===== src/rtl/instr_mem_sync.sv =====
// Synchronous-read instruction memory for the pipelined LEGv8 core.
// Sits between the IF-stage PC logic and the IF/ID register.
// Features: a runtime loader write port, a one-cycle registered fetch that
// holds on stall, and per-entry valid bits. Unloaded or out-of-range
// locations read back as DEFAULT_INSTR.
module instr_mem_sync #(
  parameter int                    DATA_WIDTH    = 32,
  parameter int                    ADDR_WIDTH    = 16,
  parameter int                    DEPTH         = 64,
  parameter logic [DATA_WIDTH-1:0] DEFAULT_INSTR = 32'hD60003E0
) (
  input  logic                         clk,
  input  logic                         rst_n,
  input  logic                         fetch_req,
  input  logic [ADDR_WIDTH-1:0]        fetch_addr,
  input  logic                         stall,
  output logic [DATA_WIDTH-1:0]        instr,
  output logic                         instr_valid,
  output logic                         fetch_oob,
  input  logic                         ld_en,
  input  logic [ADDR_WIDTH-1:0]        ld_addr,
  input  logic [DATA_WIDTH-1:0]        ld_data,
  output logic                         ld_err,
  input  logic                         mem_clr,
  output logic [$clog2(DEPTH+1)-1:0]   loaded_cnt
);

  localparam int IDX_W = (DEPTH > 1) ? $clog2(DEPTH) : 1;
  localparam int CNT_W = $clog2(DEPTH + 1);
  localparam int AW1   = ADDR_WIDTH + 1;

  // Output-mux source remembered from the accepted fetch.
  typedef enum logic [1:0] {SEL_DEF, SEL_RAM, SEL_BYP} sel_e;

  logic [DATA_WIDTH-1:0] mem [DEPTH];
  logic [DATA_WIDTH-1:0] rd_word;

  logic [DEPTH-1:0]      valid_q, valid_d;
  logic [CNT_W-1:0]      cnt_q, cnt_d;
  logic                  ld_err_q, ld_err_d;
  logic                  instr_valid_q, instr_valid_d;
  logic                  fetch_oob_q, fetch_oob_d;
  sel_e                  sel_q, sel_d;
  logic [DATA_WIDTH-1:0] byp_q, byp_d;

  logic             f_in, l_in, accept, wr_ok, hit;
  logic [IDX_W-1:0] f_idx, l_idx;

  // Full-width unsigned range checks; the extra bit keeps DEPTH == 2^ADDR_WIDTH legal.
  assign f_in   = ({1'b0, fetch_addr} < AW1'(DEPTH));
  assign l_in   = ({1'b0, ld_addr} < AW1'(DEPTH));
  assign f_idx  = fetch_addr[IDX_W-1:0];
  assign l_idx  = ld_addr[IDX_W-1:0];
  assign accept = fetch_req & ~stall;
  assign wr_ok  = ld_en & l_in & ~mem_clr;
  // A same-cycle write to the fetched word is forwarded, giving write-first behaviour.
  assign hit    = wr_ok & (ld_addr == fetch_addr);

  // Storage array: no reset, one write port and one registered read port.
  always_ff @(posedge clk) begin
    if (wr_ok)  mem[l_idx] <= ld_data;
    if (accept) rd_word    <= mem[f_idx];
  end

  // Valid bits, loaded count and loader error pulse.
  always_comb begin
    valid_d  = valid_q;
    cnt_d    = cnt_q;
    ld_err_d = ld_en & ~l_in & ~mem_clr;
    if (mem_clr) begin
      valid_d = '0;
      cnt_d   = '0;
    end else if (wr_ok) begin
      valid_d[l_idx] = 1'b1;
      if (!valid_q[l_idx]) cnt_d = cnt_q + CNT_W'(1);
    end
  end

  // Fetch side: choose the output source; stall freezes everything.
  always_comb begin
    sel_d         = sel_q;
    byp_d         = byp_q;
    instr_valid_d = instr_valid_q;
    fetch_oob_d   = fetch_oob_q;
    if (accept) begin
      instr_valid_d = 1'b1;
      fetch_oob_d   = ~f_in;
      if (mem_clr || !f_in) begin
        sel_d = SEL_DEF;
      end else if (hit) begin
        sel_d = SEL_BYP;
        byp_d = ld_data;
      end else if (valid_q[f_idx]) begin
        sel_d = SEL_RAM;
      end else begin
        sel_d = SEL_DEF;
      end
    end else if (!stall) begin
      instr_valid_d = 1'b0;
    end
  end

  // Control state; asynchronous reset returns outputs to their idle values at once.
  always_ff @(posedge clk or negedge rst_n) begin
    if (!rst_n) begin
      valid_q       <= '0;
      cnt_q         <= '0;
      ld_err_q      <= 1'b0;
      instr_valid_q <= 1'b0;
      fetch_oob_q   <= 1'b0;
      sel_q         <= SEL_DEF;
      byp_q         <= '0;
    end else begin
      valid_q       <= valid_d;
      cnt_q         <= cnt_d;
      ld_err_q      <= ld_err_d;
      instr_valid_q <= instr_valid_d;
      fetch_oob_q   <= fetch_oob_d;
      sel_q         <= sel_d;
      byp_q         <= byp_d;
    end
  end

  // Output mux over the RAM read word, the forwarded write data and the default.
  always_comb begin
    instr = DEFAULT_INSTR;
    case (sel_q)
      SEL_RAM: instr = rd_word;
      SEL_BYP: instr = byp_q;
      default: instr = DEFAULT_INSTR;
    endcase
  end

  assign instr_valid = instr_valid_q;
  assign fetch_oob   = fetch_oob_q;
  assign ld_err      = ld_err_q;
  assign loaded_cnt  = cnt_q;

endmodule

===== config.mk =====
export PLATFORM = sky130hd
export DESIGN_NAME = instr_mem_sync
export DESIGN_NICKNAME = d
export VERILOG_FILES = /design/src/rtl/instr_mem_sync.sv
export SDC_FILE = /design/constraint.sdc
export NUM_CORES = 2
export LEC_CHECK = 0
export ABC_AREA = 1
export BUFFER_PORTS_ARGS = -buffer_cell sky130_fd_sc_hd__buf_2
export CAP_MARGIN = 20
export CORE_ASPECT_RATIO = 1.1
export CORE_MARGIN = 1
export CORE_UTILIZATION = 30
export DETAILED_ROUTE_END_ITERATION = 12
export GPL_ROUTABILITY_DRIVEN = 1
export GPL_TIMING_DRIVEN = 0
export PLACE_DENSITY = 0.53
export SLEW_MARGIN = 20
export SYNTH_ARGS = -nofsm -noshare
export SYNTH_HDL_FRONTEND = slang
export SYNTH_SLANG_ARGS = --single-unit

===== constraint.sdc =====
create_clock -name clk -period 1.82 [get_ports clk]
set_input_delay 0.091 -clock clk [delete_from_list [all_inputs] [get_ports clk]]
set_output_delay 0.091 -clock clk [all_outputs]
set_load 0.05 [all_outputs]

## Word level (Yosys, flattened, before mapping)

Memories as Yosys holds them, arrays and structs flattened. A register that Yosys moved wholly into a read port is not among the register bits.
Cells that the tools add are included.

| operators by class | value |
|---|---|
| $add $sub $neg | 1 |
| magnitude comparators | 5 |
| equal/unequal tests | 5 |
| muxes and demuxes | 19 |
| bitwise logic cells | 12 |
| reduce and logical (&&, ||, !) cells | 6 |

Operator list:

| operator | number |
|---|---|
| two-way mux 64 bit | 2 |
| bitwise OR 64 bit | 1 |
| case mux 32 bit (2 select lines) | 1 |
| less-than comparator 16 x 7 -> 1 bit (second input constant) | 2 |
| two-way mux 7 bit | 3 |
| == test 16 bit | 1 |
| less-than comparator 6 x 7 -> 1 bit (second input constant) | 2 |
| binary-select mux 1 bit (select 6 bit) | 2 |
| two-way mux 1 bit | 8 |
| adder 7 x 1 -> 7 bit (second input constant) | 1 |
| AND 1 bit | 6 |
| demux 1 bit (select 6 bit) | 1 |
| >= comparator 6 x 1 -> 1 bit (second input constant) | 1 |
| NOT 1 bit | 5 |
| two-way mux 2 bit | 2 |
| AND reduction 3 bit | 1 |
| == test 2 x 1 -> 1 bit (second input constant) | 1 |
| == test 2 bit (second input constant) | 1 |
| inequality test 2 x 1 -> 1 bit (second input constant) | 1 |
| inequality test 2 bit (second input constant) | 1 |
| AND reduction 2 bit | 1 |
| nonzero test 2 bit | 1 |
| logical AND 1 bit | 1 |
| logical NOT 1 bit | 1 |
| logical OR 1 bit | 1 |

| word-level totals | value |
|---|---|
| bits in registers | 108 |
| memory bits (writable) | 2048 |
| bits of input ports | 70 |
| output and inout port bits | 42 |
| logic and storage cells | 56 |
| memories | 1 |

Memory list:

| memory | words | width | read ports | clocked after memory_dff | write ports | line | RTL |
|---|---|---|---|---|---|---|---|
| mem | 64 | 32 | 1 | 1 | 1 | 35 | `logic [DATA_WIDTH-1:0] mem [DEPTH];` |

## Depth between registers and ports, before layout

| depth | value |
|---|---|
| depth after elaboration | 7 |
| depth in mapped cells | 13 |
| depth with buffers taken out | 11 |

## Worst setup path before layout

Ideal clock, no wire load.

| timing | value |
|---|---|
| path type | input -> register |
| start | input ld_addr[12] |
| end | memory mem[17][0], enable pin |
| arrival time | 2.466 ns |
| data required time | 1.399 ns |
| slack | -1.067 ns |
| stages | 8 |
| path buffers | 1 |
| cell sequence | nor2_1 > nand2_1 > nor2_1 > nand4_2 > nor2_4 > nand3_1 > buf_2 > nor2_1 |

| on the way | value |
|---|---|
| cells in the longest elaborated chain, start to end | 5 |

RTL lines:

| what | line | RTL |
|---|---|---|
| from (decl) | 21 | `input logic [ADDR_WIDTH-1:0] ld_addr,` |
| less-than comparator 16 x 7 -> 1 bit | 51 | `assign l_in = ({1'b0, ld_addr} < AW1'(DEPTH));` |
| AND 1 bit (2 in series) | 55 | `assign wr_ok = ld_en & l_in & ~mem_clr;` |
| two-way mux 1 bit | 61 | `if (wr_ok) mem[l_idx] <= ld_data;` |
| two-way mux 1 bit (implied by the code) | 61 |  |
| to (decl) | 35 |  |

No other way between the ends.

## Worst setup path in the final report

| timing | value |
|---|---|
| start | register sel_q[0] |
| end | output instr[18] |

| on the way | value |
|---|---|
| cells in the longest elaborated chain, start to end | 2 |
| elaborated cells between the ends (all ways) | 3 |
| classes of those cells | 2 x eq/ne; 1 x mux |

RTL lines:

| what | line | RTL |
|---|---|---|
| from (decl) | 43 | `sel_e sel_q, sel_d;` |
| from (signal assigned) | 119 | `sel_q <= sel_d;` |
| == test 2 bit / == test 2 x 1 -> 1 bit (equally long branches) | 127 | `case (sel_q)` |
| case mux 32 bit (2 select lines) * | 127 |  |
| to (decl) | 17 | `output logic [DATA_WIDTH-1:0] instr,` |

Every way passes the cells marked *; elsewhere a longest branch is shown, timed or not.

==> impl_metrics.ini <==
[setup_path]
r2r-start = mem[17][22]
cp_data_required_time_ns = 1.73
crit_start = sel_q[0]
worst_setup_path_start_kind = register
crit_fanout = 8
worstPathArrival_ns = 2.46
end_kind = primary output
critPathKind = reg -> out

[status]
violations = hold timing, setup timing
outcome = complete, but fails checks

[grt]
grtUsageTotal_pct = 27.4
grt_pass1_vias = 62000
grt_start_max_net_pins = 73
grt_overflow = 0
antenna_found_initial = 46
grt_pass1_wl_um = 550000

[placed_design]
globalplace.congestion = 1.01
place_area_mm2 = 0.0984
post-place-ws_ns = -1.91
port_buffers = 101
hpwl_um = 298000

[floorplanning]
die_h_um = 570
die_w_um = 518
die_area_mm2 = 0.295
core_mm2 = 0.291
ios = 112
initial_core_util_pct = 30.1
fp-row-count = 208

[synthesis]
synth_cell_types = 34
synth-seq-cells = 2188
avgSynthCellArea_um2 = 12.3
synth.cell_area_mm2 = 0.0879
ys_seq_area_share_pct = 74.2
syn_nets = 7211
synth.top_cell.area_share_pct = 71.1
yosys-top-cells-area = edfxtp_1 71%, o21ai_0 5.7%, nor2_1 4.5%
yosys_warnings = 0
synthCells = 7138
yosysTopAreaCell = edfxtp_1

[layout]
seqCellArea_mm2 = 0.0652
layout.nets = 7942
num-fill-cells = 27700
multi_input_area_mm2 = 0.0220
syn_to_final_growth_pct = 26.1
drive_above_1_share_pct = 18.3
design_area_mm2 = 0.111

[sta]
finalCriticalPeriod_ns = 2.55
period_share_pct = 140
hold_ws_ns = -0.0474
slew_headroom_pct = 11.8
rsz0062_at_grt = yes
setup_viol = 2046
hold_viol = 6
drv_slew = 0
tightestPinTransition_ns = 1.32
setup_ws_ns = -0.734
fmax_mhz = 391
skew_ns = 0.0845

[clock_tree]
clock_latency_ns = 0.95
cts_tree = yes
numCtsBuffers = 223
path_clk_slew_ns = 0.06
clock-sinks = 2188
cts_max_level = 4
cts_max_path_buffers = 4
cts_root_buffer = clkbuf_16

[power]
powerDensity_mw_per_mm2 = 1020
seqPwrFrac_pct = 48.9
leakage_nw = 37.9
ir_drop_v = 0.000712
p_int_mw = 85.1
combPwrFrac_pct = 8.3
switching_share_pct = 24.6
power.switching_mw = 27.8
p_clk_share_pct = 42.9

[min_path]
holdCritStartpoint = ld_addr[5]
hold_path.class = in -> reg

[route]
wl_per_cell_um = 35.0
drt_iter0_drc = 11200
drc = 0
route.vias.total = 68100
wl_um = 419000
ant_nets = 0
viasPerCell = 5.69
drtPass1Iterations = 6

[flow_run]
maxCapViolations = 0
[layout make-up]
cell class / instances / share of cell area, %
clock inverter: 136 / 1.52
sequential: 2188 / 58.8
timing repair buffer: 508 / 6.79
buffer: 510 / 2.74
antenna: 25 / 0.0565
inverter: 155 / 0.536
tap: 3885 / 4.39
clock buffer: 274 / 5.28
multi-input combinational: 4283 / 19.9
[per-layer routing]
layer | track usage [%] | vias to the layer above | wire, um
met5 | 0 | - | 205
met4 | 17.6 | 26 | 32200
met3 | 6.71 | 1115 | 50200
met2 | 41.5 | 4934 | 183000
met1 | 35.0 | 34500 | 154000
li1 | - | 27500 | -
[cell families after synthesis]
logic type               count (synthesis)  synth area share, %
AND/OR/NAND/NOR                       2587                 11.9
XOR/XNOR                                21                0.209
buffers and inverters                  667                 3.35
flip-flops                            2188                 74.2
AO/OA/AOI/OAI                         1672                 10.4
adder cells (fa/ha/maj)                  3               0.0427
[worst max-delay path, stage by stage, from the launching register on]
cell	delay (ns)
dfrtp_2	0.45
inv_2	0.09
ha_4	0.18
clkbuf_16	0.20
nand2_4	0.07
a21oi_4	0.35
buf_6	0.22
[stage by stage]
step	std cells	util [%]	hold WS, ns	power, mW	setup TNS (ns)
floorplan	7138	-	-0.205	59.6	-422.75
global placement	11100	32.2	0.321	64.3	-4640.67
detailed placement	11300	33.8	0.0373	64.6	-2441.14
CTS	11900	37.6	0.000890	112	-500.85
global route	11900	38.0	0.00792	115	-648.58
finish	12000	38.0	-0.0474	113	-524.83
[cell usage after synthesis]
cell type / number
inv_2: 3
edfxtp_1: 2080
xor2_1: 5
o211ai_1: 11
clkinv_1: 3
nand2_1: 999
o21ai_0: 1006
o21bai_1: 1
o21ai_1: 46
inv_1: 148
a221o_1: 10
buf_4: 53
nand3b_1: 1
inv_4: 1
nand3_1: 515
a31oi_1: 1
buf_6: 14
xnor2_1: 16
clkbuf_2: 1
nor3_1: 6
nor2_1: 1043
a21oi_1: 72
dfrtp_1: 108
nand4_2: 1
ha_1: 3
nand4_1: 14
o22ai_1: 525
buf_2: 106
nor2_4: 1
buf_1: 24
clkbuf_1: 314
nor2_2: 5
nor4_1: 1
nand3_2: 1
[worst paths after layout]
check | endpoint | slack (ns) | cells past startpoint
worst max-delay path | instr[18] | -0.73 | 6
worst min-delay path | valid_q[57] | -0.05 | 5
worst max register to register | rd_word[22] | -0.14 | 8
worst min register to register | byp_q[26] | 0.49 | 2
max in group asynchronous | valid_q[34] | 1.09 | 4
min in group asynchronous | byp_q[19] | 0.30 | 4
[registers in the layout (all words and copies together) (netlist names)]
register / cells
mem: 2048
valid_q: 64
byp_q: 32
rd_word: 32
loaded_cnt: 7
sel_q: 2
fetch_oob: 1
instr_valid: 1
ld_err: 1
[repair_timing]
action | in CTS | in global routing
hold endpoints to repair | 2148 | 40
pin swaps | 66 | 47
setup endpoints to repair | 1875 | 2178
gates cloned | 0 | 6
resized for setup | 585 | 172
buffers inserted | 78 | 59
hold buffers | 74 | 10
[placed cells by master, fill, tap and decap left out, types with 29 or more instances in the layout]
| cell type | Yosys | routed |
|---|---|---|
| buf_2 | 106 | 123 |
| buf_16 | 0 | 96 |
| clkinv_1 | 3 | 29 |
| buf_12 | 0 | 118 |
| o21ai_0 | 1006 | 992 |
| clkbuf_1 | 314 | 189 |
| nor2_1 | 1043 | 977 |
| inv_1 | 148 | 141 |
| dlygate4sd3_1 | 0 | 72 |
| buf_6 | 14 | 68 |
| a21oi_1 | 72 | 50 |
| nand2_1 | 999 | 942 |
| nand3_2 | 1 | 111 |
| dfrtp_1 | 108 | 107 |
| nand3_4 | 0 | 41 |
| bufinv_16 | 0 | 35 |
| nand3_1 | 515 | 364 |
| clkbuf_2 | 1 | 135 |
| nor2_4 | 1 | 71 |
| o21ai_1 | 46 | 58 |
| edfxtp_1 | 2080 | 2080 |
| nand2_2 | 0 | 42 |
| buf_4 | 53 | 194 |
| clkbuf_16 | 0 | 234 |
| o22ai_1 | 525 | 501 |
| clkinv_2 | 0 | 47 |
[power groups by stage]
stage / registers, mW / logic, mW / clock network, mW
global route: 55.1 / 9.45 / 50.2
finish: 55.2 / 9.34 / 48.4
global placement: 56.3 / 8.02 / 0
CTS: 55.2 / 8.87 / 48.4
detailed placement: 56.2 / 8.37 / 0
floorplan: 56.2 / 3.35 / 0
No activity file was read; power rests on OpenSTA's default activity.
